--- config.mk ---
export PLATFORM = sky130hd
export DESIGN_NAME = transit_timer
export DESIGN_NICKNAME = d
export VERILOG_FILES = /design/src/rtl/transit_timer.sv
export SDC_FILE = /design/constraint.sdc
export NUM_CORES = 1
export LEC_CHECK = 0
export ABC_AREA = 1
export BUFFER_PORTS_ARGS = -buffer_cell sky130_fd_sc_hd__clkbuf_2
export CAP_MARGIN = 10
export CORE_MARGIN = 2
export CORE_UTILIZATION = 53
export CTS_CLUSTER_SIZE = 30
export DETAILED_ROUTE_END_ITERATION = 16
export PLACE_DENSITY = 0.75
export SLEW_MARGIN = 25
export SYNTH_ARGS = -nofsm -noshare
export SYNTH_HDL_FRONTEND = slang
export SYNTH_SLANG_ARGS = --single-unit
--- constraint.sdc ---
create_clock -name clk -period 1.85 [get_ports clk]
set_clock_uncertainty 0.2 [all_clocks]
set_input_delay 0.0925 -clock clk [delete_from_list [all_inputs] [get_ports clk]]
set_output_delay 0.0925 -clock clk [all_outputs]
set_load 0.03 [all_outputs]
--- src/rtl/transit_timer.sv ---
// transit_timer: measures the time from an ALU start request to the next
// rising edge of an asynchronous gate sensor, in ticks of PRESCALE clocks.
// The result is presented on timer with enable_transit as the completion flag.
module transit_timer #(
    parameter int unsigned PRESCALE    = 50000,
    parameter int unsigned SYNC_STAGES = 2
) (
    input  logic        clk,
    input  logic        reset_n,
    input  logic        start,
    input  logic        sensor_in,
    output logic [15:0] timer,
    output logic        enable_transit,
    output logic        busy,
    output logic        timeout
);

    localparam logic [1:0] ST_IDLE = 2'd0;
    localparam logic [1:0] ST_ARM  = 2'd1;
    localparam logic [1:0] ST_RUN  = 2'd2;
    localparam logic [1:0] ST_DONE = 2'd3;

    localparam logic [15:0] PRESC_LAST = 16'(PRESCALE - 1);

    logic [1:0]             state;
    logic [SYNC_STAGES-1:0] sync_q;
    logic                   sens_prev;
    logic                   sens_rise;
    logic [15:0]            presc;
    logic [15:0]            count;
    logic                   timeout_q;

    // Bring the raw sensor into the clock domain and keep one delayed copy
    always_ff @(posedge clk or negedge reset_n) begin
        if (!reset_n) begin
            sync_q    <= '0;
            sens_prev <= 1'b0;
        end else begin
            sync_q    <= {sync_q[SYNC_STAGES-2:0], sensor_in};
            sens_prev <= sync_q[SYNC_STAGES-1];
        end
    end

    assign sens_rise = sync_q[SYNC_STAGES-1] & ~sens_prev;

    // Measurement sequencer: start always re-arms; RUN ends on a sensor edge or saturation
    always_ff @(posedge clk or negedge reset_n) begin
        if (!reset_n) begin
            state     <= ST_IDLE;
            presc     <= '0;
            count     <= '0;
            timeout_q <= 1'b0;
        end else if (start) begin
            state     <= ST_ARM;
            presc     <= '0;
            count     <= '0;
            timeout_q <= 1'b0;
        end else begin
            case (state)
                ST_IDLE: state <= ST_IDLE;
                // One settling cycle so a sensor already high is not seen as an edge
                ST_ARM:  state <= ST_RUN;
                ST_RUN: begin
                    if (sens_rise) begin
                        // A tick landing on the same edge as the sensor is dropped
                        state     <= ST_DONE;
                        timeout_q <= 1'b0;
                    end else if (presc == PRESC_LAST) begin
                        presc <= '0;
                        if (count == '1) begin
                            state     <= ST_DONE;
                            timeout_q <= 1'b1;
                        end else begin
                            count <= count + 16'd1;
                        end
                    end else begin
                        presc <= presc + 16'd1;
                    end
                end
                ST_DONE: state <= ST_DONE;
                default: state <= ST_IDLE;
            endcase
        end
    end

    assign timer          = count;
    assign timeout        = timeout_q;
    assign enable_transit = (state == ST_DONE);
    assign busy           = (state == ST_ARM) || (state == ST_RUN);

endmodule

==> flow_summary.ini, run 1 <==
[critical_path]
reg2reg_from = state[0]$_DFFE_PN0P_
critPathCaptureType = register
reg2regPathDepth = 9
cp_cell_sequence = inv_1, ha_1, nand2_2, nand2_4, nand2_4, nor2_4, clkbuf_16, nand2_2, nand2_2
slowest_delay_ns = 0.38
crit_family = simple AND/OR/NAND/NOR gates
required_ns = 1.88
crit_fanout = 8
slowest_stage = dfrtp_1
cp-start-kind = register
cp.arrival_ns = 1.78
worst-path-buf-inv = 2
crit_type = register to register
cp_common_cell = nand2_2
rrSetupSlack_ns = 0.10
r2r_end = timer[12]$_DFFE_PN0P_

[grt]
antenna_found_initial = 0
grt_pass1_vias = 2055
grt_usage = 0.2206
grt-ovfl-total = 0
grt_max_degree = 21
grt_pass1_wl_um = 8949

[clock_network]
cts_root_buffer = clkbuf_8
cts_inserted_buffers = 5
cts_tree = done
h-tree-depth = 2
clockBufferDepth = 2
clock_latency_ns = 0.29
path_clk_slew_ns = 0.07
cts_sinks = 38

[timing]
relSlewSlack = 0.6655
period_share = 0.9439
setup_tns_ns = 0
clock.fmax_mhz = 572.7
hold_viol_final = 0
setup_ws_ns = 0.1037
finalCriticalPeriod_ns = 1.746
whs_ns = 0.09372
worst_pin_slew_ns = 0.5017
finalSetupViolCount = 0
slew_viol_final = 0

[die]
core_region_area_um2 = 4354
die_area_um2 = 5079
num_rows = 24
ios = 23
dieWidth_um = 71.27
start_util = 0.5509
fp.dieH_um = 71.27

[status]
status = finished clean

[power_and_ir_drop]
power_leakage_uw = 0.001397
ir_drop_uv = 454.4
power.density_nw_per_um2 = 608.4
p_total_uw = 1771

[synthesis]
synth_nets = 336
synth_ff_type = dfrtp_1
synth_cell_type_count = 35
ys_seq_elements = 38
synth_area_per_cell_um2 = 7.335
netlist_area_um2 = 2399
ys_async_sr_fraction = 1.000
synth_edf_count = 0
synthCells = 327
ys_warn_count = 0
yosysSeqAreaShare = 0.3965

[routing]
routedWlPerCell_um = 13.14
ant_nets = 0
first_pass_iters = 4
vias = 2246
post-route-drc-count = 0
routed_wl_um = 5623
vias_per_cell = 5.248
drt_iter0_markers = 132

[placed_design]
io_buffers = 22
place_congestion = 0.9132
hpwlAfterDp_um = 3789
place_ws_ns = 0.04840

[cells_and_area]
n_antenna_cell = 0
area_growth_pct = 21.34
fill_cells = 377
nets = 384
layout-drive-gt1-share = 0.2553

[min_path]
hp-class = input port to async pin

[run]
max_cap_viol_count = 0
==> sequential cells by signal (all words and copies together), names as in the netlist <==
name,cells
sync_q,2
state,2
sens_prev,1
presc,16
timer,16
timeout,1
==> worst max-delay path by stage <==
stage | cells past startpoint | slack (ns) | from | end
after floorplan | 9 | 0.007 | timer[0]$_DFFE_PN0P_ | timer[3]$_DFFE_PN0P_
final | 9 | 0.10 | state[0]$_DFFE_PN0P_ | timer[12]$_DFFE_PN0P_
after detailed placement | 9 | 0.05 | timer[0]$_DFFE_PN0P_ | timer[2]$_DFFE_PN0P_
after CTS | 9 | 0.02 | timer[0]$_DFFE_PN0P_ | timer[2]$_DFFE_PN0P_
after global placement | 8 | 0.03 | state[0]$_DFFE_PN0P_ | presc[3]$_DFFE_PN0P_
after global routing | 9 | -0.009 | timer[0]$_DFFE_PN0P_ | timer[9]$_DFFE_PN0P_
==> synth_stat cells, types with 4 or more instances <==
library cell / number / share of area
nor2_2: 4 / 0.010
ha_1: 5 / 0.026
nor3_1: 7 / 0.015
a21oi_1: 5 / 0.010
o21bai_1: 4 / 0.013
nand4_1: 7 / 0.018
nor2_1: 47 / 0.074
nand2_2: 20 / 0.052
o21ai_0: 10 / 0.021
nand3_1: 19 / 0.040
nand2_1: 100 / 0.16
xor2_1: 5 / 0.018
dfrtp_1: 38 / 0.40
inv_1: 27 / 0.042
==> worst reg2reg max path, delay by kind of cell, from the launching register on <==
kind / cells / cell delay [ns]
buffers and inverters: 2 / 0.30
flip-flops: 1 / 0.38
adder cells (fa/ha/maj): 1 / 0.22
AND/OR/NAND/NOR: 6 / 0.59
==> cell families (layout without fill, tap and decap cells) <==
| group | count (synthesis) | in the layout | synth area share |
|---|---|---|---|
| AOI/OAI and AO/OA | 25 | 25 | 0.06051 |
| xor gates and xnor gates | 7 | 7 | 0.02556 |
| adders and majority gates | 5 | 5 | 0.02608 |
| buffers and inverters | 36 | 83 | 0.07407 |
| DFF | 38 | 38 | 0.3965 |
| muxes | 1 | 1 | 0.004173 |
| and+or+nand+nor | 215 | 217 | 0.4131 |
==> per-layer routing <==
metal	GRT usage	vias to the layer above	routed length, um
met4	0.09224	0	84
met2	0.3477	57	2650
met5	0	-	0
li1	-	1136	-
met1	0.3041	1044	2641
met3	0.03516	9	246
==> cell type report <==
type | count | area [um2] | area share
multi-input combinational | 255 | 1355 | 0.4656
sequential | 38 | 953.4 | 0.3276
timing repair buffer | 45 | 332.8 | 0.1144
inverter | 30 | 112.6 | 0.03869
clock buffer | 7 | 86.33 | 0.02966
tap | 52 | 65.06 | 0.02236
clock inverter | 1 | 5.005 | 0.001720
==> stage by stage <==
stage                     instances  area [um2]  utilization
final                           428        2910       0.6684
after global routing            428        2910       0.6684
after CTS                       419        2761       0.6342
after detailed placement        408        2640       0.6063
after global placement          408        2640       0.6063
after floorplan                 327        2407            -
==> report_power, final <==
part | leakage (uW) | switching (uW) | internal (uW) | total, uW
logic | 0.000835 | 188 | 110 | 298
clock network | 0.0000482 | 293 | 301 | 594
registers | 0.000514 | 22.8 | 856 | 879
==> cell usage in the layout, fill, tap and decap left out, types with 5 or more instances in the layout <==
master    netlist  routed
a21oi_1         5       5
buf_4           0      17
clkbuf_2        0      22
clkbuf_8        0       6
dfrtp_1        38      36
inv_1          27      27
nand2_1       100      97
nand2_2        20      22
nand3_1        19      18
nand4_1         7       7
nor2_1         47      45
nor2_2          4       5
nor3_1          7       7
o21ai_0        10      10
xor2_1          5       5
==> what timing repair did <==
action	in CTS	in global routing
endpoints found under the setup margin	0	21
hold buffers	3	0
buffers inserted	0	6
resized for setup	0	14
hold endpoints to repair	41	0
(Power assumes the default switching activity.)
==> inputs of run 2 (changes only) <==
--- a/config.mk
+++ b/config.mk
@@ -9,10 +9,10 @@
 export BUFFER_PORTS_ARGS = -buffer_cell sky130_fd_sc_hd__clkbuf_2
 export CAP_MARGIN = 10
 export CORE_MARGIN = 2
-export CORE_UTILIZATION = 53
+export CORE_UTILIZATION = 54
 export CTS_CLUSTER_SIZE = 30
 export DETAILED_ROUTE_END_ITERATION = 16
-export PLACE_DENSITY = 0.75
+export PLACE_DENSITY = 0.74
 export SLEW_MARGIN = 25
 export SYNTH_ARGS = -nofsm -noshare
 export SYNTH_HDL_FRONTEND = slang
==> constraint.sdc (replaced) <==
create_clock -name clk -period 1.7 [get_ports clk]
set_clock_uncertainty 0.2 [all_clocks]
set_input_delay 0.085 -clock clk [delete_from_list [all_inputs] [get_ports clk]]
set_output_delay 0.085 -clock clk [all_outputs]
set_load 0.03 [all_outputs]
==> run 2 against run 1 <==
The run now ends with negative setup slack left; clock power up 0.7%; register-to-register slack worse by 0.13 ns; setup slack worse by 0.13 ns; sequential share of layout area down 2.4 points; critical path depth unchanged; largest cell class unchanged; sequential cell count unchanged.
==> flow_summary.ini, run 2 (synthesis gave the netlist of run 1 again) <==
[status]
status = finished with violations
failed_checks = negative setup slack

[grt]
grt-ovfl-total = 0
grt_max_degree = 21
grt_pass1_vias = 2197
antenna_found_initial = 0
grt_usage = 0.2390
grt_pass1_wl_um = 9453

[cells_and_area]
nets = 406
layoutNonFillerInstCount = 450
final_common_cell = nand2_1
final_cell_mix = nand2_1, nor2_1, buf_4
area_growth_pct = 31.40
n_antenna_cell = 0
layout-drive-gt1-share = 0.3593

[critical_path]
slowest_delay_ns = 0.36
reg2reg_from = presc[1]$_DFFE_PN0P_
r2r_end = timer[12]$_DFFE_PN0P_
rrSetupSlack_ns = -0.02
required_ns = 1.68
crit_type = register to register
cp_common_cell = nand2_2
crit_fanout = 8
cp-start-kind = register
critPathCaptureType = register
reg2regPathDepth = 9
cp_cell_sequence = ha_2, nand3_2, nor2_2, nand2_2, nand2_4, buf_6, nand3_4, nand2_2, nand2_2
slowest_stage = dfrtp_1
cp.arrival_ns = 1.70

[placed_design]
dp_cells = 432
hpwlAfterDp_um = 4110
place_congestion = 0.8824
place_ws_ns = -0.1368
io_buffers = 22

[clock_network]
cts_sinks = 38
cts_tree = done
clockBufferDepth = 2
clock_latency_ns = 0.29
path_clk_slew_ns = 0.08
cts_inserted_buffers = 5
cts_root_buffer = clkbuf_8
h-tree-depth = 2

[run]
max_cap_viol_count = 0

[timing]
hold_viol_final = 0
relSlewSlack = 0.6458
clock.fmax_mhz = 580.8
finalSetupViolCount = 4
setup_ws_ns = -0.02185
rsz0062_at_grt = yes
slew_viol_final = 0
worst_pin_slew_ns = 0.5312
period_share = 1.013
finalCriticalPeriod_ns = 1.722
setup_tns_ns = -0.05212

[routing]
drt_iter0_markers = 88
routed_wl_um = 5922
post-route-drc-count = 0
topRoutingLayerUsed = met4
routedWlPerCell_um = 13.16
first_pass_iters = 4
vias_per_cell = 5.191
met3_length_um = 202
wl_met1_um = 2595
route.met2.wl_um = 2997
vias = 2336
ant_nets = 0

[power_and_ir_drop]
p_total_uw = 1890
power.density_nw_per_um2 = 599.8
ir_drop_uv = 652.6
power_leakage_uw = 0.001516

[die]
die_area_um2 = 4991
ios = 23
num_rows = 24
fp.dieH_um = 70.65
core_region_area_um2 = 4324
start_util = 0.5547
dieWidth_um = 70.65

[min_path]
hp-class = input port to async pin
run 2: where the power goes:
part | leakage, uW | switching (uW) | internal (uW)
clock | 0.0000395 | 307 | 292
sequential | 0.000509 | 25.4 | 932
combinational | 0.000967 | 209 | 125
total | 0.00152 | 541 | 1350
run 2: worst max path at each step:
stage,start,to,depth (start not counted)
2_1_floorplan,timer[0]$_DFFE_PN0P_,timer[3]$_DFFE_PN0P_,9
3_3_place_gp,presc[0]$_DFFE_PN0P_,timer[15]$_DFFE_PN0P_,9
3_5_place_dp,presc[0]$_DFFE_PN0P_,timer[13]$_DFFE_PN0P_,9
4_1_cts,timer[1]$_DFFE_PN0P_,timer[11]$_DFFE_PN0P_,9
5_1_grt,presc[0]$_DFFE_PN0P_,timer[8]$_DFFE_PN0P_,9
6_report,presc[1]$_DFFE_PN0P_,timer[12]$_DFFE_PN0P_,9
run 2: final cells by class:
type                       instances  area [um2]
sequential                        38       957.2
fill                             346        1172
tap                               52       65.06
clock buffer                       8       80.08
timing repair buffer              68       506.7
multi-input combinational        254        1428
inverter                          30       115.1
run 2: worst max-delay path: cells and delay by family, from the launching register on:
kind                       cells  cell delay [ns]
buffers and inverters          1             0.12
adders and majority gates      1             0.19
and+or+nand+nor                7             0.74
DFF                            1             0.36
run 2: routing by layer:
layer | vias to the layer above | global-route usage
li1 | 1179 | -
met1 | 1087 | 0.2819
met2 | 58 | 0.4245
met3 | 12 | 0.04986
met4 | 0 | 0.09853
met5 | - | 0
run 2: per-stage QoR:
step | utilization | hold WS, ns | area, um2
floorplan | - | -0.4106 | 2445
global placement | 0.6574 | -0.1152 | 2843
detailed placement | 0.6574 | -0.1091 | 2843
CTS | 0.6965 | 0.1122 | 3012
global route | 0.7289 | 0.1466 | 3152
finish | 0.7289 | 0.09108 | 3152
run 2: what timing repair did:
action,in CTS,in global routing
pin swaps,7,15
cloned,1,0
hold endpoints to repair,41,0
resized for setup,6,40
buffers inserted,2,5
hold buffers,3,0
setup endpoints to repair,18,34
==> inputs of run 3 (changes only) <==
--- a/config.mk
+++ b/config.mk
@@ -7,12 +7,13 @@
 export LEC_CHECK = 0
 export ABC_AREA = 1
 export BUFFER_PORTS_ARGS = -buffer_cell sky130_fd_sc_hd__clkbuf_2
-export CAP_MARGIN = 10
+export CAP_MARGIN = 20
 export CORE_MARGIN = 2
 export CORE_UTILIZATION = 54
 export CTS_CLUSTER_SIZE = 30
 export DETAILED_ROUTE_END_ITERATION = 16
 export PLACE_DENSITY = 0.74
+export REMOVE_ABC_BUFFERS = 1
 export SLEW_MARGIN = 25
 export SYNTH_ARGS = -nofsm -noshare
 export SYNTH_HDL_FRONTEND = slang
==> run 3 against run 2 <==
The flow still finishes with violations (negative setup slack); clock power increased by 2%; core utilization decreased by 0.087 points; clock-buffer cell count decreased by 3; critical path depth increased by 1; highest routed layer unchanged.
==> flow_summary.ini, run 3 (synthesis gave the netlist of run 1 again) <==
[status]
status = finished with violations
failed_checks = negative setup slack

[cells_and_area]
final_cell_mix = nand2_1, buf_4, nor2_1
layout-drive-gt1-share = 0.3457
area_growth_pct = 31.25
fill_cells = 330
utilization = 0.7280
nets = 414
final_common_cell = nand2_1
n_antenna_cell = 0
fin_area_um2 = 3148

[power_and_ir_drop]
p_comb_frac = 0.190
p_clk_frac = 0.317
power_leakage_uw = 0.001573
p_sw_uw = 570.6
power.internal_uw = 1348
power_frac_seq = 0.493
ir_drop_uv = 551.6
p_total_uw = 1919
p_sw_frac = 0.2973
power.density_nw_per_um2 = 609.6

[placed_design]
place_ws_ns = -0.08274
place_congestion = 0.8277
hpwlAfterDp_um = 4034
placed_area_um2 = 2806
io_buffers = 22

[grt]
grt_pass1_wl_um = 10180
grt_max_degree = 39
grt_usage = 0.2586
antenna_found_initial = 0
grt_pass1_vias = 2330
grt-ovfl-total = 0

[timing]
slew_viol_final = 0
finalCriticalPeriod_ns = 1.707
worst_pin_slew_ns = 0.4847
rsz0062_at_grt = yes
relSlewSlack = 0.6769
setup_ws_ns = -0.006834
period_share = 1.004
clock.fmax_mhz = 585.9
hold_viol_final = 0
finalSetupViolCount = 5

[routing]
drt_iter0_markers = 170
vias_per_cell = 5.112
route.met2.wl_um = 3144
first_pass_iters = 4
ant_nets = 0
topRoutingLayerUsed = met4
wl_met1_um = 2525
vias = 2336
post-route-drc-count = 0
routedWlPerCell_um = 13.12
met3_length_um = 247
routed_wl_um = 5996

[critical_path]
reg2reg_from = presc[0]$_DFFE_PN0P_
crit_fanout = 10
rrSetupSlack_ns = -0.007
reg2regPathDepth = 10
cp.arrival_ns = 1.75
critPathCaptureType = register
required_ns = 1.74
cp-start-kind = register
crit_type = register to register
r2r_end = timer[7]$_DFFE_PN0P_

[clock_network]
path_clk_slew_ns = 0.07
cts_tree = done
clockBufferDepth = 2
cts_inserted_buffers = 5
cts_sinks = 38
h-tree-depth = 2
clock_latency_ns = 0.30
cts_root_buffer = clkbuf_8

[die]
core_region_area_um2 = 4324
dieWidth_um = 70.65
num_rows = 24
ios = 23
fp.dieH_um = 70.65
die_area_um2 = 4991
start_util = 0.5547

[min_path]
hp-start = sync_q[0]$_DFF_PN0_
hp-class = register to register
hold_depth = 0
whs_endpoint = sync_q[1]$_DFF_PN0_

[run]
max_cap_viol_count = 0
run 3: metal layers:
layer  up-vias  GRT usage
li1       1196          -
met1      1082     0.3089
met2        48     0.4759
met3        10    0.04416
met4         0    0.07966
met5         -          0
run 3: layout make-up:
type                       instances  area, um2  share of cell area
multi-input combinational        254       1393              0.4424
sequential                        38      952.2              0.3025
timing repair buffer              76      546.8              0.1737
inverter                          30      112.6             0.03577
clock buffer                       5      68.82             0.02186
tap                               52      65.06             0.02067
clock inverter                     2      10.01            0.003180
run 3: power by group through the flow:
stage	clock network (uW)	logic (uW)	registers (uW)
2_1_floorplan	0	133	997
3_3_place_gp	0	305	961
3_5_place_dp	0	308	961
4_1_cts	623	342	945
5_1_grt	648	400	950
6_report	608	365	946
run 3: metrics by stage:
stage          setup TNS (ns)  cells  hold WS [ns]
2_1_floorplan          -3.199    321       -0.4106
3_3_place_gp          -0.2783    433      -0.03451
3_5_place_dp          -0.8938    433      -0.03237
4_1_cts              -0.09934    450        0.1662
5_1_grt                -1.884    457        0.1647
6_report             -0.01612    457        0.1619
run 3: how the worst max path moves through the flow:
stage	startpoint	endpoint	slack (ns)	depth (start not counted)
after CTS	timer[1]$_DFFE_PN0P_	timer[11]$_DFFE_PN0P_	-0.02	9
after global routing	presc[0]$_DFFE_PN0P_	timer[15]$_DFFE_PN0P_	-0.11	10
final	presc[0]$_DFFE_PN0P_	timer[7]$_DFFE_PN0P_	-0.007	10
after global placement	timer[0]$_DFFE_PN0P_	timer[13]$_DFFE_PN0P_	-0.04	9
after detailed placement	timer[0]$_DFFE_PN0P_	timer[13]$_DFFE_PN0P_	-0.08	9
after floorplan	timer[0]$_DFFE_PN0P_	timer[15]$_DFFE_PN0P_	-0.20	8
run 3: worst max-delay path, cell delays in order (launching register included):
cell and delay (ns):
dfrtp_1 0.36, ha_2 0.21, nand3_2 0.09, nor2_2 0.12
nand2_2 0.10, nand2_4 0.11, nand2_4 0.07, nor2_4 0.13
buf_12 0.15, nand2_2 0.06, nand2_2 0.06
run 3: what timing repair did:
action / CTS / global route
setup buffers: 6 / 7
pin swaps: 10 / 23
endpoints found under the setup margin: 16 / 32
resized for setup: 12 / 27
endpoints found under the hold margin: 40 / 0
cloned: 1 / 0
hold buffers: 3 / 0
